[config.mk]
export PLATFORM = sky130hd
export DESIGN_NAME = shift_sequencer_16bit
export DESIGN_NICKNAME = d
export VERILOG_FILES = /design/src/rtl/shift_sequencer_16bit.sv
export SDC_FILE = /design/constraint.sdc
export NUM_CORES = 1
export LEC_CHECK = 0
export ABC_AREA = 1
export BUFFER_PORTS_ARGS = -buffer_cell sky130_fd_sc_hd__buf_4
export CORE_UTILIZATION = 54
export DETAILED_ROUTE_END_ITERATION = 10
export PLACE_DENSITY = 0.84
export SYNTH_ARGS = -nofsm -noshare
export SYNTH_HDL_FRONTEND = slang
export SYNTH_SLANG_ARGS = --single-unit
[constraint.sdc]
create_clock -name clk -period 2.8 [get_ports clk]
set_input_delay 0.28 -clock clk [delete_from_list [all_inputs] [get_ports clk]]
set_output_delay 0.28 -clock clk [all_outputs]
set_load 0.05 [all_outputs]
[src/rtl/shift_sequencer_16bit.sv]
// Multi-cycle sequencer wrapping a 4-bit-amount combinational barrel shifter.
// Optional SHIFT_SEQ_EARLY_ZERO_EN: amounts >= 16 complete in DONE without any shifter pass.
module shift_sequencer_16bit #(
  parameter int AMT_W = 6,
  parameter int CHUNK = 15
) (
  input  logic             clk,
  input  logic             reset,
  input  logic             in_valid,
  output logic             in_ready,
  input  logic [15:0]      in_data,
  input  logic [AMT_W-1:0] in_amt,
  input  logic             in_dir,
  output logic [15:0]      sh_a,
  output logic [3:0]       sh_amt,
  output logic             sh_choice,
  input  logic [15:0]      sh_y,
  output logic             out_valid,
  input  logic             out_ready,
  output logic [15:0]      out_data,
  output logic             busy
);

  localparam logic [1:0] S_IDLE  = 2'd0;
  localparam logic [1:0] S_SHIFT = 2'd1;
  localparam logic [1:0] S_DONE  = 2'd2;

  logic [1:0]       state_q, state_d;
  logic [15:0]      work_q, work_d;
  logic [AMT_W-1:0] rem_q, rem_d;
  logic             dir_q, dir_d;
  logic [15:0]      out_q, out_d;
  logic [15:0]      hold_a_q, hold_a_d;
  logic [3:0]       hold_amt_q, hold_amt_d;
  logic             hold_c_q, hold_c_d;

  logic [3:0]       pass_amt;
  logic             last_pass;

  assign last_pass = (rem_q <= AMT_W'(CHUNK));
  assign pass_amt  = last_pass ? rem_q[3:0] : 4'(CHUNK);

  always_comb begin
    state_d    = state_q;
    work_d     = work_q;
    rem_d      = rem_q;
    dir_d      = dir_q;
    out_d      = out_q;
    hold_a_d   = hold_a_q;
    hold_amt_d = hold_amt_q;
    hold_c_d   = hold_c_q;
    case (state_q)
      S_IDLE: begin
        if (in_valid) begin
          work_d  = in_data;
          rem_d   = in_amt;
          dir_d   = in_dir;
          state_d = S_SHIFT;
`ifdef SHIFT_SEQ_EARLY_ZERO_EN
          if (in_amt >= AMT_W'(16)) begin
            state_d = S_DONE;
            out_d   = '0;
          end
`endif
        end
      end
      S_SHIFT: begin
        work_d     = sh_y;
        rem_d      = rem_q - AMT_W'(pass_amt);
        // Snapshot what the shifter sees so sh_* hold after SHIFT exits.
        hold_a_d   = work_q;
        hold_amt_d = pass_amt;
        hold_c_d   = dir_q;
        if (last_pass) begin
          state_d = S_DONE;
          out_d   = sh_y;
        end
      end
      S_DONE: begin
        if (out_ready) state_d = S_IDLE;
      end
      default: state_d = S_IDLE;
    endcase
  end

  always_ff @(posedge clk or posedge reset) begin
    if (reset) begin
      state_q    <= S_IDLE;
      work_q     <= '0;
      rem_q      <= '0;
      dir_q      <= 1'b0;
      out_q      <= '0;
      hold_a_q   <= '0;
      hold_amt_q <= '0;
      hold_c_q   <= 1'b0;
    end else begin
      state_q    <= state_d;
      work_q     <= work_d;
      rem_q      <= rem_d;
      dir_q      <= dir_d;
      out_q      <= out_d;
      hold_a_q   <= hold_a_d;
      hold_amt_q <= hold_amt_d;
      hold_c_q   <= hold_c_d;
    end
  end

  assign in_ready  = (state_q == S_IDLE);
  assign out_valid = (state_q == S_DONE);
  assign busy      = (state_q != S_IDLE);
  assign out_data  = out_q;
  assign sh_a      = (state_q == S_SHIFT) ? work_q   : hold_a_q;
  assign sh_amt    = (state_q == S_SHIFT) ? pass_amt : hold_amt_q;
  assign sh_choice = (state_q == S_SHIFT) ? dir_q    : hold_c_q;

endmodule

# Yosys cells after proc, flatten, opt, wreduce, memory -nomap -nowiden
# Index checks and enable logic that the tools add are counted.
dict set report op_classes {
  n_addsub 1
  n_eq_ne 5
  n_lt_le_gt_ge 1
  n_reduce_logical 7
  n_mux 12
}
# operator n
set ops {}
lappend ops {{$mux 16} 2}
lappend ops {{$pmux 16 s2} 1}
lappend ops {{$pmux 6 s2} 1}
lappend ops {{$mux 4} 2}
lappend ops {{$le 6x4->1 const B} 1}
lappend ops {{$mux 2} 3}
lappend ops {{$mux 6} 1}
lappend ops {{$pmux 2 s3} 1}
lappend ops {{$reduce_and 2->1} 3}
lappend ops {{$sub 6x4->6} 1}
lappend ops {{$ne 2x2->1 const B} 2}
lappend ops {{$reduce_bool 2->1} 2}
lappend ops {{$reduce_and 3->1} 1}
lappend ops {{$eq 2x1->1 const B} 1}
lappend ops {{$eq 2x2->1 const B} 1}
lappend ops {{$logic_not 2->1} 1}
lappend ops {{$ne 2x1->1 const B} 1}
lappend ops {{$mux 1} 1}
dict set report word_totals {
  wordCells 34
  input_bits 43
  out_inout_bits 40
  register_bits 62
}

# Longest topological paths before layout
# Gate-level depths: netlist of the first run.
dict set report logic_depth {
  ltp_word 4
  depth_mapped 8
  mapped_depth_nobuf 8
}

# Worst setup path before layout of the first run
# OpenSTA, ideal clock, no wires.
dict set report synth_path {
  kind {register to output}
  from {register state_q[1]}
  to {output port sh_amt[3]}
  required_ps 2520
  arrival_time_ps 1654
  setup_slack_ps 866
  stages_incl_launch_ff 7
  n_path_buf 1
  cell_sequence {dfrtp_1 inv_1 nand2_2 inv_2 buf_2 nor2_1 a21oi_1}
}
dict set report synth_via {
  elab_chain_cells 2
}
# item line
set synth_lines {}
lappend synth_lines {{start: declaration} 28} ;# logic [1:0] state_q, state_d;
lappend synth_lines {{start signal: assignment} 97} ;# state_q <= state_d;
lappend synth_lines {{$eq 2x1->1} 113} ;# assign sh_amt = (state_q == S_SHIFT) ? pass_amt : hold_amt_q;
lappend synth_lines {{$mux 4} --}
lappend synth_lines {{end: declaration} 15} ;# output logic [3:0] sh_amt,
# No other way between the ends.

# Final worst setup path of the first run
dict set report layout_path {
  from {register state_q[1]}
  to {output port sh_a[8]}
}
dict set report layout_via {
  elab_chain_cells 2
}
# item line
set layout_lines {}
lappend layout_lines {{$eq 2x1->1} 112} ;# assign sh_a = (state_q == S_SHIFT) ? work_q : hold_a_q;
lappend layout_lines {{$mux 16} --}
lappend layout_lines {{end: declaration} 14} ;# output logic [15:0] sh_a,
# No other way between the ends.

==> flow_metrics.env, run 1 <==
export IMPL_synth_area_leaders="dfrtp_1 58%, nand2_1 12%, nor2_1 8.7%"
export IMPL_tightest_slew_ns=0.670
export IMPL_synthCells=297
export IMPL_synth_most_common_cell="nand2_1"
export IMPL_final_cells=454
export IMPL_startpoint_type="flop"
export IMPL_register_area_um2=1550
export IMPL_wl_per_cell_um=14.0
export IMPL_finalSetupTns_ns=0
export IMPL_cts_root_buf="clkbuf_8"
export IMPL_end_kind="output port"
export IMPL_clk_path_buf_depth=2
export IMPL_rrSetupSlack_ns=1.00
export IMPL_grt_start_max_net_pins=57
export IMPL_grt_usage=0.262
export IMPL_worst_path_max_fanout=29
export IMPL_rows=25
export IMPL_gp_congestion=0.904
export IMPL_clkTransAtPathRegs_ns=0.07
export IMPL_hold_viol_final=0
export IMPL_die_h_um=72.2
export IMPL_fin_nets=426
export IMPL_hold_start="out_ready"
export IMPL_holdPathEnd="state_q[1]$_DFFE_PP0P_"
export IMPL_ioPinCount=83
export IMPL_arrival_ns=2.00
export IMPL_die_area_um2=5210
export IMPL_cts_num_sinks=62
export IMPL_dp_slack_ns=0.872
export IMPL_finClkSkew_ns=0.00567
export IMPL_fin_hold_ws_ns=0.141
export IMPL_synthFlopType="dfrtp_1"
export IMPL_drv_cap=0
export IMPL_drtPass1Iterations=4
export IMPL_setup_viol=0
export IMPL_setup_ws_ns=0.516
export IMPL_rsz0062_at_grt="false"
export IMPL_yosys_area_top_type="dfrtp_1"
export IMPL_grt_pass1_wl_mm=10.3
export IMPL_min_period_over_period=0.816
export IMPL_hp_class="in -> reg"
export IMPL_cts_buffers=9
export IMPL_multi_input_comb_area_um2=968
export IMPL_drc=0
export IMPL_post_cts_buffers=0
export IMPL_vias=2316
export IMPL_drive_gt1_frac=0.315
export IMPL_synthToLayoutAreaGrowth_pct=32.4
export IMPL_fillers=329
export IMPL_totalWireLength_mm=6.35
export IMPL_slowest_delay_ns=0.39
export IMPL_antenna_left=0
export IMPL_synth_cells_most_frequent="85 x nand2_1, 62 x dfrtp_1, 62 x nor2_1, 20 x a21oi_1, 13 x inv_1"
export IMPL_synth_fp_nets=341
export IMPL_crit_required_ns=2.52
export IMPL_synth_distinct_cells=22
export IMPL_min_period_ns=2.28
export IMPL_num_antenna_cells=0
export IMPL_grt_overflow=0
export IMPL_yosysSeqAreaShare=0.583
export IMPL_criticalPathCategory="reg -> out"
export IMPL_rr_endpoint="work_q[7]$_DFFE_PP0P_"
export IMPL_reg2reg_from="state_q[0]$_DFFE_PP0P_"
export IMPL_antenna_found_initial=0
export IMPL_status="finished clean"
export IMPL_htreeDepth=3
export IMPL_avgSynthCellArea_um2=8.96
export IMPL_syn_area_um2=2660
export IMPL_start_util=0.563
export IMPL_numPortBuffers=82
export IMPL_drtIter0Drc=217
export IMPL_ys_ff_latch=62
export IMPL_rr_worst_depth=6
export IMPL_die_w_um=72.2
export IMPL_yosysWarnings=0
export IMPL_place_inst=437
export IMPL_synth_edf_count=0
export IMPL_relSlewSlack=0.554
export IMPL_synth_top_cell_area_share=0.583
export IMPL_cts_tree="done"
export IMPL_whs_path_depth=2
export IMPL_drv_slew=0
export IMPL_clk_insertion_delay_late_ns=0.33
export IMPL_async_reset_ff_frac=1.00
export IMPL_core_um2=4720
export IMPL_crit_path_top_delay_cell="dfrtp_1"
export IMPL_grt_pass1_vias=2166
export IMPL_crit_start="state_q[1]$_DFFE_PP0P_"
export IMPL_viasPerCell=5.10
export IMPL_dp_hpwl_mm=4.59
export IMPL_max_freq_ghz=0.438
export IMPL_path_cells="inv_1, nand2_2, inv_2, buf_4, nand2_1, nand2_1, buf_4"
[logic make-up (layout without fill, tap and decap cells)]
group	Yosys count	count (layout)	share of synthesized area
compound gates	47	47	0.128
fa+ha+maj	1	1	0.00470
buf+inv	29	119	0.0527
flops	62	62	0.583
simple gates	158	158	0.231
[flip-flops by register name, summed over array words and instances, names as in the netlist]
signal,cells
hold_a_q,16
dir_q,1
hold_amt_q,4
hold_c_q,1
state_q,2
rem_q,6
out_data,16
work_q,16
[critical path: cells and delay by family, from the launching register on]
| kind | cells | cell delay [ns] |
|---|---|---|
| DFF | 1 | 0.39 |
| and+or+nand+nor | 3 | 0.31 |
| buffers and inverters | 4 | 0.97 |
[cells in the final DEF, fill, tap and decap left out, types with 2 or more instances in the layout]
cell / netlist / routed
clkbuf_8: 0 / 9
o31ai_1: 6 / 6
nand2_1: 85 / 85
o31ai_2: 11 / 11
nand2_2: 3 / 3
inv_2: 1 / 2
a21oi_1: 20 / 20
clkinv_2: 0 / 2
dfrtp_1: 62 / 62
inv_6: 0 / 2
nor2_1: 62 / 62
o21ai_0: 7 / 7
clkinvlp_4: 0 / 2
nand3_1: 5 / 5
buf_4: 1 / 87
inv_1: 13 / 12
nor2_2: 2 / 2
[layer usage]
metal,global-route usage,up-vias,share of wire
met5,0,-,0
met4,0.0937,0,0.0093
met3,0.0444,6,0.065
met2,0.401,84,0.49
met1,0.379,1104,0.44
li1,-,1122,-
[how the worst max path moves through the flow]
| stage | to | slack, ns | cells after the start |
|---|---|---|---|
| after CTS | sh_a[8] | 0.51 | 7 |
| after detailed placement | sh_a[8] | 0.87 | 7 |
| final | sh_a[8] | 0.52 | 7 |
| after global routing | sh_a[10] | 0.35 | 7 |
| after floorplan | sh_amt[3] | 0.87 | 6 |
| after global placement | sh_a[9] | 0.90 | 7 |
[stage by stage]
stage,utilization,cell area (um2)
floorplan,-,2660
global placement,0.702,3320
detailed placement,0.702,3320
CTS,0.746,3520
global route,0.746,3520
finish,0.746,3520
[final cells by class]
cell class	instances	share of cell area
sequential	62	0.440
multi-input combinational	206	0.275
timing repair buffer	88	0.188
clock buffer	9	0.0352
tap	67	0.0238
clock inverter	7	0.0206
inverter	15	0.0167
[timing repair]
item / 4_1_cts / 5_1_grt
endpoints found under the setup margin: 0 / 0
endpoints found under the hold margin: 6 / 0
gates resized for setup: 0 / 0
hold buffers: 1 / 0
Power of run 1 is left out: the tool's default activity adds up to more than one toggle a clock period on the data nets, which glitch-free logic cannot reach.
==> run 2, diff against run 1 <==
Settings changed: CORE_UTILIZATION 54 to 50, PLACE_DENSITY 0.84 to 0.78.
Clock period 2.8 ns to 2.35 ns, I/O delays scaled along.
==> run 2 against run 1 <==
  * Critical path depth stayed put
  * Clock-buffer cell count is 3 higher
  * Routed wire length is 0.60% lower
  * Non-clock buffer count stayed put
  * Final cell count is 0.22% higher
  * Clock skew hardly changed
  * Global-route usage is 1.1 points lower
  * First-iteration DRC count is 1.4% higher
  * Die area is 7.8% higher
  * Largest cell class unchanged
==> flow_metrics.env, run 2 (same netlist as run 1, synthesis figures left out) <==
export IMPL_end_kind="output port"
export IMPL_mostFrequentLayoutCells="86 x buf_4, 85 x nand2_1, 62 x nor2_1, 62 x dfrtp_1, 20 x a21oi_1"
export IMPL_rsz0062_at_grt="false"
export IMPL_status="finished clean"
export IMPL_min_period_over_period=0.893
export IMPL_min_period_ns=2.10
export IMPL_clk_insertion_delay_late_ns=0.33
export IMPL_wl_per_cell_um=13.9
export IMPL_drv_cap=0
export IMPL_hold_viol_final=0
export IMPL_hp_class="in -> reg"
export IMPL_tightest_slew_ns=0.572
export IMPL_num_antenna_cells=0
export IMPL_dp_hpwl_mm=4.48
export IMPL_rows=26
export IMPL_finClkSkew_ns=0.00576
export IMPL_cts_num_sinks=62
export IMPL_grt_usage=0.250
export IMPL_die_w_um=74.9
export IMPL_totalWireLength_mm=6.32
export IMPL_drv_slew=0
export IMPL_start_util=0.521
export IMPL_antenna_found_initial=0
export IMPL_hold_start="out_ready"
export IMPL_synthToLayoutAreaGrowth_pct=31.5
export IMPL_fin_nets=426
export IMPL_drtPass1Iterations=4
export IMPL_die_area_um2=5620
export IMPL_drc=0
export IMPL_drive_gt1_frac=0.306
export IMPL_grt_pass1_vias=2152
export IMPL_worst_path_max_fanout=28
export IMPL_crit_required_ns=2.12
export IMPL_antenna_left=0
export IMPL_die_h_um=74.9
export IMPL_core_um2=5110
export IMPL_fillers=419
export IMPL_cts_root_buf="clkbuf_8"
export IMPL_grt_overflow=0
export IMPL_max_freq_ghz=0.477
export IMPL_ioPinCount=83
export IMPL_whs_path_depth=2
export IMPL_ctsHoldBuffers=1
export IMPL_finalSetupTns_ns=0
export IMPL_drtIter0Drc=220
export IMPL_viasPerCell=5.05
export IMPL_layout_commonest_cell="buf_4"
export IMPL_startpoint_type="flop"
export IMPL_clk_path_buf_depth=2
export IMPL_htreeDepth=3
export IMPL_cts_repair_resized=0
export IMPL_rr_worst_depth=6
export IMPL_clkTransAtPathRegs_ns=0.06
export IMPL_gp_congestion=0.812
export IMPL_holdPathEnd="state_q[1]$_DFFE_PP0P_"
export IMPL_post_cts_buffers=0
export IMPL_arrival_ns=1.86
export IMPL_cts_tree="done"
export IMPL_relSlewSlack=0.618
export IMPL_rr_endpoint="work_q[3]$_DFFE_PP0P_"
export IMPL_vias=2297
export IMPL_setup_viol=0
export IMPL_cts_buffers=9
export IMPL_grt_pass1_wl_mm=10.1
export IMPL_grt_start_max_net_pins=41
export IMPL_criticalPathCategory="reg -> out"
export IMPL_reg2reg_from="state_q[0]$_DFFE_PP0P_"
export IMPL_numPortBuffers=82
export IMPL_rrSetupSlack_ns=0.60
run 2: cell count changes in the layout (fill, tap and decap cells not counted), sizes merged:
| cell | previous run | this run |
|---|---|---|
| clkbuf | 9 | 12 |
| inv | 17 | 15 |
| clkinvlp | 2 | 0 |
| bufinv | 1 | 0 |
run 2: worst max-delay path: stages (launching register included):
cell and delay [ns]:
dfrtp_1 0.39, inv_1 0.11, nand2_2 0.08, inv_2 0.21, buf_4 0.34, nand2_1 0.11, nand2_1 0.09, buf_4 0.20
run 2: final cells by class:
| cell class | instances | area [um2] | share of cell area |
|---|---|---|---|
| clock buffer | 12 | 145 | 0.0415 |
| clock inverter | 2 | 10.0 | 0.00286 |
| multi-input combinational | 206 | 968 | 0.277 |
| tap | 70 | 87.6 | 0.0250 |
| sequential | 62 | 1550 | 0.444 |
| timing repair buffer | 88 | 676 | 0.193 |
| inverter | 15 | 58.8 | 0.0168 |
run 2: how the worst max path moves through the flow:
stage	from	end	slack [ns]	cells past startpoint
6_report	state_q[1]$_DFFE_PP0P_	sh_a[13]	0.25	7
5_1_grt	state_q[1]$_DFFE_PP0P_	sh_a[13]	0.06	7
4_1_cts	state_q[1]$_DFFE_PP0P_	sh_a[9]	0.26	7
3_5_place_dp	state_q[0]$_DFFE_PP0P_	work_q[9]$_DFFE_PP0P_	0.63	6
3_3_place_gp	state_q[0]$_DFFE_PP0P_	rem_q[3]$_DFFE_PP0P_	0.67	7
2_1_floorplan	state_q[1]$_DFFE_PP0P_	sh_amt[3]	0.46	6
run 2: routing by layer:
layer / up-vias / track usage / share of wire / wire, um
met5: - / 0 / 0 / 0
met4: 0 / 0.143 / 0.026 / 163
met3: 17 / 0.0428 / 0.046 / 288
met2: 68 / 0.355 / 0.47 / 2990
met1: 1088 / 0.364 / 0.46 / 2880
li1: 1124 / - / - / -
run 2: through the flow:
stage | setup slack, ns | util | cell area, um2 | hold slack, ns | std cells
after floorplan | 0.461 | - | 2660 | 0.336 | 297
after global placement | 0.665 | 0.652 | 3330 | 0.332 | 440
after detailed placement | 0.626 | 0.652 | 3330 | 0.339 | 440
after CTS | 0.264 | 0.685 | 3500 | 0.0740 | 455
after global routing | 0.0626 | 0.685 | 3500 | 0.0730 | 455
final | 0.252 | 0.685 | 3500 | 0.0793 | 455
Power of run 2 is left out for the same reason.
==> run 3, diff against run 2 <==
Settings changed: MAX_ROUTING_LAYER set to met4.
==> run 3 against run 2 <==
  * Core utilization did not move
  * Clock skew fell by 0.00054 ns
  * Sequential cell count did not move
  * Critical path type unchanged
  * Highest routed layer unchanged
==> flow_metrics.env, run 3 (same netlist as run 1, synthesis figures left out) <==
export IMPL_numPortBuffers=82
export IMPL_cts_root_buf="clkbuf_8"
export IMPL_gp_congestion=0.824
export IMPL_die_h_um=74.9
export IMPL_clk_path_buf_depth=2
export IMPL_grt_pass1_vias=2162
export IMPL_rrSetupSlack_ns=0.60
export IMPL_num_antenna_cells=0
export IMPL_layout_commonest_cell="buf_4"
export IMPL_clk_insertion_delay_late_ns=0.33
export IMPL_grt_usage=0.258
export IMPL_totalWireLength_mm=6.30
export IMPL_antenna_left=0
export IMPL_end_kind="output port"
export IMPL_reg2reg_from="state_q[0]$_DFFE_PP0P_"
export IMPL_crit_end="sh_a[13]"
export IMPL_clkTransAtPathRegs_ns=0.06
export IMPL_viasPerCell=5.10
export IMPL_drv_cap=0
export IMPL_drv_slew=0
export IMPL_die_w_um=74.9
export IMPL_htreeDepth=3
export IMPL_finalSetupTns_ns=0
export IMPL_status="finished clean"
export IMPL_grt_start_max_net_pins=41
export IMPL_rows=26
export IMPL_startpoint_type="flop"
export IMPL_drive_gt1_frac=0.306
export IMPL_grt_pass1_wl_mm=10.1
export IMPL_ioPinCount=83
export IMPL_rr_worst_depth=6
export IMPL_rr_endpoint="work_q[9]$_DFFE_PP0P_"
export IMPL_fin_nets=426
export IMPL_crit_required_ns=2.12
export IMPL_start_util=0.521
export IMPL_hold_viol_final=0
export IMPL_crit_start="state_q[1]$_DFFE_PP0P_"
export IMPL_relSlewSlack=0.617
export IMPL_vias=2322
export IMPL_drc=0
export IMPL_min_period_over_period=0.892
export IMPL_criticalPathCategory="reg -> out"
export IMPL_cts_num_sinks=62
export IMPL_post_cts_buffers=0
export IMPL_synthToLayoutAreaGrowth_pct=31.5
export IMPL_grt_overflow=0
export IMPL_cts_buffers=9
export IMPL_max_freq_ghz=0.477
export IMPL_die_area_um2=5620
export IMPL_tightest_slew_ns=0.573
export IMPL_drtPass1Iterations=4
export IMPL_mostFrequentLayoutCells="86 x buf_4, 85 x nand2_1, 62 x nor2_1, 62 x dfrtp_1, 20 x a21oi_1"
export IMPL_arrival_ns=1.86
export IMPL_worst_path_max_fanout=28
export IMPL_dp_hpwl_mm=4.48
export IMPL_min_period_ns=2.10
export IMPL_rsz0062_at_grt="false"
export IMPL_setup_viol=0
export IMPL_cts_tree="done"
export IMPL_hp_class="in -> reg"
export IMPL_fillers=419
export IMPL_finClkSkew_ns=0.00523
export IMPL_core_um2=5110
export IMPL_antenna_found_initial=0
export IMPL_wl_per_cell_um=13.8
export IMPL_drtIter0Drc=187
==> run 3: cell counts in the layout (fill, tap and decap cells not counted) <==
Identical to the previous run, type by type.
==> run 3: critical path, cell delays in order, from the launching register on <==
cell     delay [ns]
dfrtp_1        0.39
inv_1          0.11
nand2_2        0.08
inv_2          0.21
buf_4          0.34
nand2_1        0.10
nand2_1        0.09
buf_4          0.20
==> run 3: layout make-up <==
type / instances / area, um2 / area share
Tap cell: 70 / 87.6 / 0.0250
Clock inverter: 2 / 10.0 / 0.00286
Timing Repair Buffer: 88 / 676 / 0.193
Sequential cell: 62 / 1550 / 0.444
Clock buffer: 12 / 145 / 0.0415
Multi-Input combinational cell: 206 / 968 / 0.277
Inverter: 15 / 58.8 / 0.0168
==> run 3: worst min-delay path by stage <==
stage                          from                      to  slack, ns  cells after the start
after floorplan           out_ready  state_q[1]$_DFFE_PP0P_       0.34                      1
after global placement        reset   hold_a_q[6]$_DFF_PP0_       0.33                      2
after detailed placement      reset   hold_a_q[6]$_DFF_PP0_       0.34                      2
after CTS                 out_ready  state_q[1]$_DFFE_PP0P_       0.07                      2
after global routing      out_ready  state_q[1]$_DFFE_PP0P_       0.07                      2
final                     out_ready  state_q[1]$_DFFE_PP0P_       0.08                      2
==> run 3: stage by stage <==
stage / util / instance area, um2 / instances / setup slack, ns / hold slack, ns
2_1_floorplan: - / 2660 / 297 / 0.461 / 0.336
3_3_place_gp: 0.652 / 3330 / 440 / 0.665 / 0.332
3_5_place_dp: 0.652 / 3330 / 440 / 0.626 / 0.339
4_1_cts: 0.685 / 3500 / 455 / 0.264 / 0.0740
5_1_grt: 0.685 / 3500 / 455 / 0.0703 / 0.0749
6_report: 0.685 / 3500 / 455 / 0.253 / 0.0816
==> run 3: timing repair <==
item	CTS	global route
hold buffers	1	0
hold endpoints to repair	26	0
gates resized for setup	0	0
==> run 3: routing by layer <==
metal / vias to the layer above / global-route usage / part of all wire
li1: 1122 / - / -
met1: 1105 / 0.360 / 0.44
met2: 81 / 0.358 / 0.48
met3: 14 / 0.0415 / 0.064
met4: 0 / 0.143 / 0.021
met5: - / - / 0
Power of run 3 is left out for the same reason.
